==> src/rtl/fb_axis_reader.sv <==
// Frame-buffer read-out engine: walks a 12-bit frame RAM in raster order and emits an AXI4-Stream video master.
// Optional AUTO_REPEAT_EN: frames restart back-to-back until a latched stop completes the current frame.
module fb_axis_reader #(
  parameter int H_ACTIVE = 640,
  parameter int V_ACTIVE = 480,
  parameter int ADDR_W   = 19
) (
  input  logic              Cclk,
  input  logic              rst,
  input  logic              start,
  input  logic              stop,
  output logic              busy,
  output logic              frame_done,
  output logic              mem_rd_en,
  output logic [ADDR_W-1:0] mem_rd_addr,
  input  logic [11:0]       mem_rd_data,
  output logic [23:0]       m_axis_video_tdata,
  output logic              m_axis_video_tvalid,
  input  logic              m_axis_video_tready,
  output logic              m_axis_video_tuser,
  output logic              m_axis_video_tlast
);
  localparam int XW = (H_ACTIVE > 1) ? $clog2(H_ACTIVE) : 1;
  localparam int YW = (V_ACTIVE > 1) ? $clog2(V_ACTIVE) : 1;
  localparam logic [XW-1:0] X_MAX = XW'(H_ACTIVE - 1);
  localparam logic [YW-1:0] Y_MAX = YW'(V_ACTIVE - 1);

  typedef enum logic {S_IDLE, S_STREAM} state_t;
  typedef struct packed {
    logic eof;
    logic last;
    logic user;
  } tag_t;

  state_t            r_state;
  logic [ADDR_W-1:0] r_addr;
  logic [XW-1:0]     r_x;
  logic [YW-1:0]     r_y;
  logic              r_issue_done;
  logic              r_inflight;
  tag_t              r_infl_tag;
  logic [11:0]       r_fifo_d   [2];
  tag_t              r_fifo_tag [2];
  logic              r_wp, r_rp;
  logic [1:0]        r_cnt;
  logic              r_frame_done;

  logic        w_valid, w_pop, w_rd, w_stopping, w_final, w_end;
  tag_t        w_issue_tag, w_head_tag;
  logic [11:0] w_head_d;

`ifdef AUTO_REPEAT_EN
  logic r_stop;
  assign w_stopping = r_stop || stop;
`else
  logic w_unused_stop;
  assign w_unused_stop = stop;
  assign w_stopping    = 1'b1;
`endif

  assign w_valid    = (r_cnt != 2'd0);
  assign w_pop      = w_valid && m_axis_video_tready;
  assign w_head_d   = r_fifo_d[r_rp];
  assign w_head_tag = r_fifo_tag[r_rp];

  // Occupancy plus the read in flight never exceeds the 2-entry FIFO.
  assign w_rd = (r_state == S_STREAM) && !r_issue_done &&
                (((r_cnt + {1'b0, r_inflight}) < 2'd2) || w_pop);

  assign w_issue_tag.eof  = (r_x == X_MAX) && (r_y == Y_MAX);
  assign w_issue_tag.last = (r_x == X_MAX);
  assign w_issue_tag.user = (r_x == '0) && (r_y == '0);

  assign w_final = w_pop && w_head_tag.eof;
  assign w_end   = w_final && w_stopping;

  always_ff @(posedge Cclk) begin
    if (rst) begin
      r_state       <= S_IDLE;
      r_addr        <= '0;
      r_x           <= '0;
      r_y           <= '0;
      r_issue_done  <= 1'b0;
      r_inflight    <= 1'b0;
      r_infl_tag    <= '0;
      r_fifo_d[0]   <= '0;
      r_fifo_d[1]   <= '0;
      r_fifo_tag[0] <= '0;
      r_fifo_tag[1] <= '0;
      r_wp          <= 1'b0;
      r_rp          <= 1'b0;
      r_cnt         <= '0;
      r_frame_done  <= 1'b0;
`ifdef AUTO_REPEAT_EN
      r_stop        <= 1'b0;
`endif
    end else begin
      r_frame_done <= (r_state == S_STREAM) && w_final;
      case (r_state)
        S_IDLE: if (start) r_state <= S_STREAM;
        S_STREAM: begin
          if (w_end) begin
            // Anything already fetched for a following frame is dropped here.
            r_state      <= S_IDLE;
            r_addr       <= '0;
            r_x          <= '0;
            r_y          <= '0;
            r_issue_done <= 1'b0;
            r_inflight   <= 1'b0;
            r_wp         <= 1'b0;
            r_rp         <= 1'b0;
            r_cnt        <= '0;
          end else begin
            r_inflight <= w_rd;
            if (w_rd) begin
              r_infl_tag <= w_issue_tag;
              r_addr     <= w_issue_tag.eof ? '0 : r_addr + ADDR_W'(1);
              r_x        <= w_issue_tag.last ? '0 : r_x + XW'(1);
              if (w_issue_tag.last) r_y <= w_issue_tag.eof ? '0 : r_y + YW'(1);
              if (w_issue_tag.eof && w_stopping) r_issue_done <= 1'b1;
            end
            if (r_inflight) begin
              r_fifo_d[r_wp]   <= mem_rd_data;
              r_fifo_tag[r_wp] <= r_infl_tag;
              r_wp             <= !r_wp;
            end
            if (w_pop) r_rp <= !r_rp;
            r_cnt <= r_cnt + {1'b0, r_inflight} - {1'b0, w_pop};
          end
        end
        default: r_state <= S_IDLE;
      endcase
`ifdef AUTO_REPEAT_EN
      if (r_state == S_STREAM) begin
        if (w_end)     r_stop <= 1'b0;
        else if (stop) r_stop <= 1'b1;
      end
`endif
    end
  end

  assign busy                = (r_state == S_STREAM);
  assign frame_done          = r_frame_done;
  assign mem_rd_en           = w_rd;
  assign mem_rd_addr         = r_addr;
  assign m_axis_video_tvalid = w_valid;
  assign m_axis_video_tuser  = w_head_tag.user;
  assign m_axis_video_tlast  = w_head_tag.last;
  assign m_axis_video_tdata  = {{2{w_head_d[11:8]}}, {2{w_head_d[7:4]}}, {2{w_head_d[3:0]}}};
endmodule

==> config.mk <==
export PLATFORM = sky130hd
export DESIGN_NAME = fb_axis_reader
export DESIGN_NICKNAME = d
export VERILOG_FILES = /design/src/rtl/fb_axis_reader.sv
export SDC_FILE = /design/constraint.sdc
export NUM_CORES = 1
export LEC_CHECK = 0
export ABC_AREA = 1
export CORE_AREA = 2 2 81 160
export DETAILED_ROUTE_END_ITERATION = 12
export DIE_AREA = 0 0 83 162
export GPL_TIMING_DRIVEN = 0
export HOLD_SLACK_MARGIN = 0.08
export PLACE_DENSITY = 0.52
export SYNTH_ARGS = -nofsm -noshare
export SYNTH_HDL_FRONTEND = slang
export SYNTH_SLANG_ARGS = --single-unit
==> constraint.sdc <==
create_clock -name Cclk -period 2.68 [get_ports Cclk]
set_input_delay 0.67 -clock Cclk [delete_from_list [all_inputs] [get_ports Cclk]]
set_output_delay 0.67 -clock Cclk [all_outputs]
set_load 0.01 [all_outputs]
* Word level (Yosys, flattened, before mapping)
Memories as Yosys holds them, arrays and structs flattened. A register that Yosys moved wholly into a read port is not among the register bits.
Index checks and enable logic that the tools add are counted.
** Storage, ports and cells
- Register bits :: 49
- Bits in latches :: 0
- Bits in writable memories :: 30
- Memory bits (read-only) :: 0
- Bits of input ports :: 17
- Output and inout bits :: 49
- Word-level logic and storage cells :: 91
- Memories kept :: 2
** Operators by class
- $add $sub $neg :: 5
- Multipliers :: 0
- Div/mod/pow operators :: 0
- $lt $le $gt $ge :: 1
- Equal/unequal tests :: 2
- Shift-type cells :: 0
- Multiplexer cells :: 39
- Bitwise gates (word level) :: 2
- Reductions and logical operators :: 27
** Memories
- r_fifo_d :: depth 2, width 12, rd ports 1, clocked after Yosys merged registers in 1, wr ports 2, line 42 : logic [11:0] r_fifo_d [2];
- r_fifo_tag :: depth 2, width 3, rd ports 1, clocked after Yosys merged registers in 1, wr ports 2, line 43 : tag_t r_fifo_tag [2];
** Operator list (count)
- two-way mux 19 bit :: 3
- two-way mux 9 bit :: 4
- two-way mux 10 bit :: 3
- two-way mux 1 bit :: 25
- adder 19 x 1 -> 19 bit, second input constant :: 1
- two-way mux 12 bit :: 1
- nonzero test 2 bit :: 6
- OR reduction 12 bit :: 1
- adder 10 x 1 -> 10 bit, second input constant :: 1
- == test 10 bit, second input constant :: 1
- logical NOT 10 bit :: 1
- adder 9 x 1 -> 9 bit, second input constant :: 1
- == test 9 bit, second input constant :: 1
- logical NOT 9 bit :: 1
- AND reduction 3 bit :: 3
- logical AND 1 bit :: 7
- AND reduction 2 bit :: 3
- logical NOT 1 bit :: 3
- two-way mux 3 bit :: 1
- OR reduction 3 bit :: 1
- adder 2 x 1 -> 2 bit :: 1
- < comparator 2 bit, second input constant :: 1
- two-way mux 2 bit :: 1
- inverter 1 bit :: 2
- other kinds (3) :: 3

* Longest topological paths before layout
- Word-level depth :: 9
- Mapped depth :: 13
- Mapped depth without buffers :: 12

* Least setup slack after synthesis
No wires, ideal clock.
- Path kind :: input port to flip-flop
- Start :: input m_axis_video_tready
- End :: memory r_fifo_d[1][0] (enable)
- Setup time :: 366 ps
- Arrival :: 1760 ps
- Required time :: 2314 ps
- Path slack :: 554 ps
- Cell stages on the path :: 8
- Path buffers :: 1
- Cell sequence :: inv_1 nor2_4 nand2_2 nand2_1 inv_2 nand4_4 buf_2 nand2_1
** RTL lines
- start, declared :: line 19 : input logic m_axis_video_tready,
- end, declared :: line 42

* Final worst setup path
- Start :: input m_axis_video_tready
- End :: output mem_rd_en
** On the way
- Longest elaborated chain between the ends :: 3
** RTL lines
- logical AND 1 bit :: line 62 : assign w_pop = w_valid && m_axis_video_tready;
- logical OR 1 bit :: line 68 : (((r_cnt + {1'b0, r_inflight}) < 2'd2) || w_pop);
- logical AND 1 bit :: line 67 : assign w_rd = (r_state == S_STREAM) && !r_issue_done &&
- end, declared :: line 14 : output logic mem_rd_en,
Every way passes these cells.

==> reports/metrics.sh <==
STATUS='finished clean'
DRTITER0DRC=118
WHS_PATH_DEPTH=2
DPL-INSTANCE-AREA_MM2=0.00500
LAYOUT-AREA-OVERHEAD-VS-SYNTH_PCT=27.9
DIEHEIGHT_UM=162
ROUTABILITYCONGESTION=0.818
SEQ_AREA_FRAC_SYNTH_PCT=45.6
GRT_FIRST_PASS_WIRELENGTH_UM=16800
GRT_ANTENNA_BEFORE_REPAIR=0
FLOORPLAN.DIE_AREA_MM2=0.0134
WORSTSETUPPATHTYPE='input port to primary output'
LEAKAGE_nW=2.25
INITIAL_CORE_UTILIZATION_PCT=34.2
FIN_CRIT_PS=2530
HP-CLASS='flop to flop'
PLACED_CELLS_INCL_TAPS=762
REMAINING_DRC_ERRORS=0
CATEGORY_OF_THE_WORST_SETUP_PATH_LAUNCH_POINT='input port'
CTS_SETUP_BUFFERS=0
SYNTHCELLS=551
CTS_MADE_BUFFERS=9
TIMING.CRITICAL_PATH.REQUIRED_PS=2010
CLK_ROOT_BUFFER_CELL='sky130_fd_sc_hd__clkbuf_16'
TOTALPOWERFINAL_mW=3.05
SYNTH_CELL_TYPE_COUNT=37
ROW_COUNT=57
POST-ROUTE-CELL-AREA_MM2=0.00534
HP-START='r_infl_tag[2]'
POWER_DENS_CELLS_mW_PER_MM2=571
DRT_WL_TOTAL_UM=10100
SETUP_VIOL_COUNT_FINAL=0
H-TREE-DEPTH=3
DIEWIDTH_UM=83
PEAKVDDDROP_uV=437
CTSLONGESTPATHBUFFERS=2
CTS.SINK_COUNT=80
MAXCAPVIOLCOUNT=0
AVGVIACOUNTPERCELL=4.65
RRSETUPSLACK_PS=420
TNS_PS=0
NUM-NETS-FINAL=647
GRTUSAGETOTAL_PCT=15.7
CP.ARRIVAL_PS=1860
CORE_MM2=0.0122
DRT_PASS1_ITERATIONS=4
CRIT_FANOUT=4
AVGROUTEDWIREPERCELL_UM=13.1
WORST_R2R_PATH_DEPTH=10
SYNTHESIZED_AREA_DIVIDED_BY_SYNTHESIZED_CELL_COUNT_UM2=7.58
PLACE.PORT_BUFFERS=64
TRITONCTS='done'
INSERTEDDIODECOUNT=0
GRT_START_MAX_NET_PINS=20
FINALMAXSLEWVIOLATIONS=0
CLOCK_PIN_SLEW_REPORTED_FOR_THE_WORST_SETUP_AND_HOLD_PATHS_AFTER_CLOCK_TREE_SYNTHESIS_PS=60
FIRST_GLOBAL_VIAS=3609
POST_ROUTE_CELLS_DRIVE_ABOVE_1_SHARE_PCT=10.8
MAX_SLEW.WORST_PIN.SLEW_PS=509
MAPPEDNETLISTAREA_MM2=0.00417
HOLD-PATH-ENDPOINT='r_infl_tag[2]'
MAX_FREQ_MHz=396
POST-ROUTE-PERIOD-UTIL_PCT=94.3
ENDPOINT_KIND='primary output'
YOSYS_REGISTER_BITS=80
GR-TOTAL-OVERFLOW=0
FINAL_CELLS=775
SYN_NETS=575
YS.WARNINGS.COUNT=0
SLEW_HEADROOM_PCT=66.1
WHS_PS=461
CLOCK-SKEW-FINAL_PS=9.03
WORSTSKEWPAIRLATENCY_PS=340
MOSTFREQUENTLAYOUTCELLS='sky130_fd_sc_hd__nand2_1, sky130_fd_sc_hd__nor2_1, sky130_fd_sc_hd__inv_1'
DP.FINAL_HPWL_UM=7970
BOUNDARYPINS=66
DRT_ANTENNA_NET_COUNT=0
ROUTE.VIAS.TOTAL=3604
UNREPAIRED_SETUP_ENDPOINTS_AFTER_GLOBAL_ROUTING='no'
HOLD_VIOLATIONS=0
MOST_FREQUENT_STANDARD_CELL_IN_THE_LAYOUT_EXCLUDING_FILL_AND_TAP_CELLS='sky130_fd_sc_hd__nand2_1'
TIMING.RR.END='r_fifo_d[0][4]'
-- worst max-delay path by stage --
stage / startpoint / to / slack, ps / cells after the start
floorplan: m_axis_video_tready / r_fifo_d[1][0] / 550 / 8
global placement: rst / r_fifo_d[0][9] / -650 / 5
detailed placement: rst / r_fifo_d[1][7] / -680 / 5
CTS: m_axis_video_tready / r_fifo_d[1][4] / 70 / 9
global route: m_axis_video_tready / mem_rd_en / 70 / 6
finish: m_axis_video_tready / mem_rd_en / 150 / 6
-- Yosys cell counts --
| master | n | area [um^2] |
|---|---|---|
| sky130_fd_sc_hd__buf_4 | 14 | 105 |
| sky130_fd_sc_hd__a22oi_1 | 1 | 7.51 |
| sky130_fd_sc_hd__nand3_4 | 1 | 17.5 |
| sky130_fd_sc_hd__nand3_1 | 32 | 160 |
| sky130_fd_sc_hd__or2_2 | 2 | 12.5 |
| sky130_fd_sc_hd__nand3_2 | 1 | 10.0 |
| sky130_fd_sc_hd__xor2_1 | 11 | 96.3 |
| sky130_fd_sc_hd__a21oi_1 | 18 | 90.1 |
| sky130_fd_sc_hd__inv_2 | 2 | 7.51 |
| sky130_fd_sc_hd__nand2_4 | 2 | 22.5 |
| sky130_fd_sc_hd__clkinv_2 | 1 | 5.00 |
| sky130_fd_sc_hd__buf_2 | 2 | 10.0 |
| sky130_fd_sc_hd__a211oi_2 | 1 | 12.5 |
| sky130_fd_sc_hd__nand4_4 | 2 | 42.5 |
| sky130_fd_sc_hd__inv_4 | 1 | 6.26 |
| sky130_fd_sc_hd__nand4_1 | 11 | 68.8 |
| sky130_fd_sc_hd__nand3b_1 | 3 | 22.5 |
| sky130_fd_sc_hd__nor3_1 | 5 | 25.0 |
| sky130_fd_sc_hd__nor3_2 | 1 | 10.0 |
| sky130_fd_sc_hd__o21ai_1 | 4 | 20.0 |
| sky130_fd_sc_hd__o21ai_2 | 1 | 8.76 |
| sky130_fd_sc_hd__nor2_2 | 5 | 31.3 |
| sky130_fd_sc_hd__o21ai_0 | 10 | 50.1 |
| sky130_fd_sc_hd__o211ai_1 | 2 | 15.0 |
| sky130_fd_sc_hd__nor2_4 | 1 | 11.3 |
| sky130_fd_sc_hd__edfxtp_1 | 30 | 901 |
| sky130_fd_sc_hd__nand4_2 | 1 | 12.5 |
| sky130_fd_sc_hd__ha_1 | 7 | 87.6 |
| sky130_fd_sc_hd__nand2_1 | 142 | 533 |
| sky130_fd_sc_hd__clkbuf_1 | 4 | 15.0 |
| sky130_fd_sc_hd__nand2_2 | 7 | 43.8 |
| sky130_fd_sc_hd__inv_1 | 73 | 274 |
| sky130_fd_sc_hd__nor2_1 | 95 | 357 |
| sky130_fd_sc_hd__buf_6 | 6 | 67.6 |
| sky130_fd_sc_hd__o21bai_1 | 1 | 7.51 |
| sky130_fd_sc_hd__dfxtp_1 | 50 | 1000 |
| sky130_fd_sc_hd__nor4_1 | 1 | 6.26 |
-- routing by layer --
layer	part of all wire (%)	track usage, %	up-vias	wire length (um)
li1	-	-	1873	-
met2	58	32.4	82	5890
met4	2.6	6.56	0	268
met5	0	0	-	0
met3	3.4	3.30	18	340
met1	36	14.1	1631	3630
-- critical path, cell delays in order --
cell and delay [ps]:
sky130_fd_sc_hd__clkdlybuf4s50_1 510, sky130_fd_sc_hd__o21ai_0 110, sky130_fd_sc_hd__nand2_1 120, sky130_fd_sc_hd__nand2_2 100, sky130_fd_sc_hd__inv_1 80, sky130_fd_sc_hd__dlygate4sd2_1 260
-- timing repair --
item,in CTS,in global routing
cloned,0,0
setup endpoints to repair,51,15
pin swaps,0,0
hold buffers,0,0
gates resized for setup,3,1
-- kinds of logic (layout without fill, tap and decap cells) --
family | count (synthesis) | in the layout | synth area share [%]
AOI/OAI and AO/OA | 38 | 38 | 5.07
adders and majority gates | 7 | 7 | 2.10
and+or+nand+nor | 312 | 312 | 33.2
xor gates and xnor gates | 11 | 11 | 2.31
DFF | 80 | 80 | 45.6
buffers and inverters | 103 | 180 | 11.8
-- area by class of cell --
class	instances	area [um^2]
inverters	77	293
plain buffers	23	186
multi-input cells	368	1790
clock buffers	10	229
well taps	147	184
flip-flops and latches	80	1900
repair buffers	64	639
clock inverters	6	115
fillers	1265	6860
-- flip-flops by register name (all words and copies together) (netlist names), named ones only --
register      cells
r_inflight        1
r_infl_tag        3
frame_done        1
r_wp              1
r_x              10
r_rp              1
r_fifo_tag        6
r_y               9
busy              1
mem_rd_addr      19
r_cnt             2
r_issue_done      1
r_fifo_d         24
-- power by group --
part / total, mW / switching (mW) / internal [mW]
combinational: 0.307 / 0.164 / 0.143
clock: 1.42 / 0.503 / 0.917
sequential: 1.32 / 0.0253 / 1.29
total: 3.05 / 0.692 / 2.35
-- through the flow --
stage                     util (%)  setup WS [ps]
after CTS                     43.7           68.9
after global placement        41.0           -647
after detailed placement      41.0           -682
final                         43.8            154
after floorplan                  -            554
after global routing          43.8           67.5
Note: power is estimated with default switching activity, not from simulation.
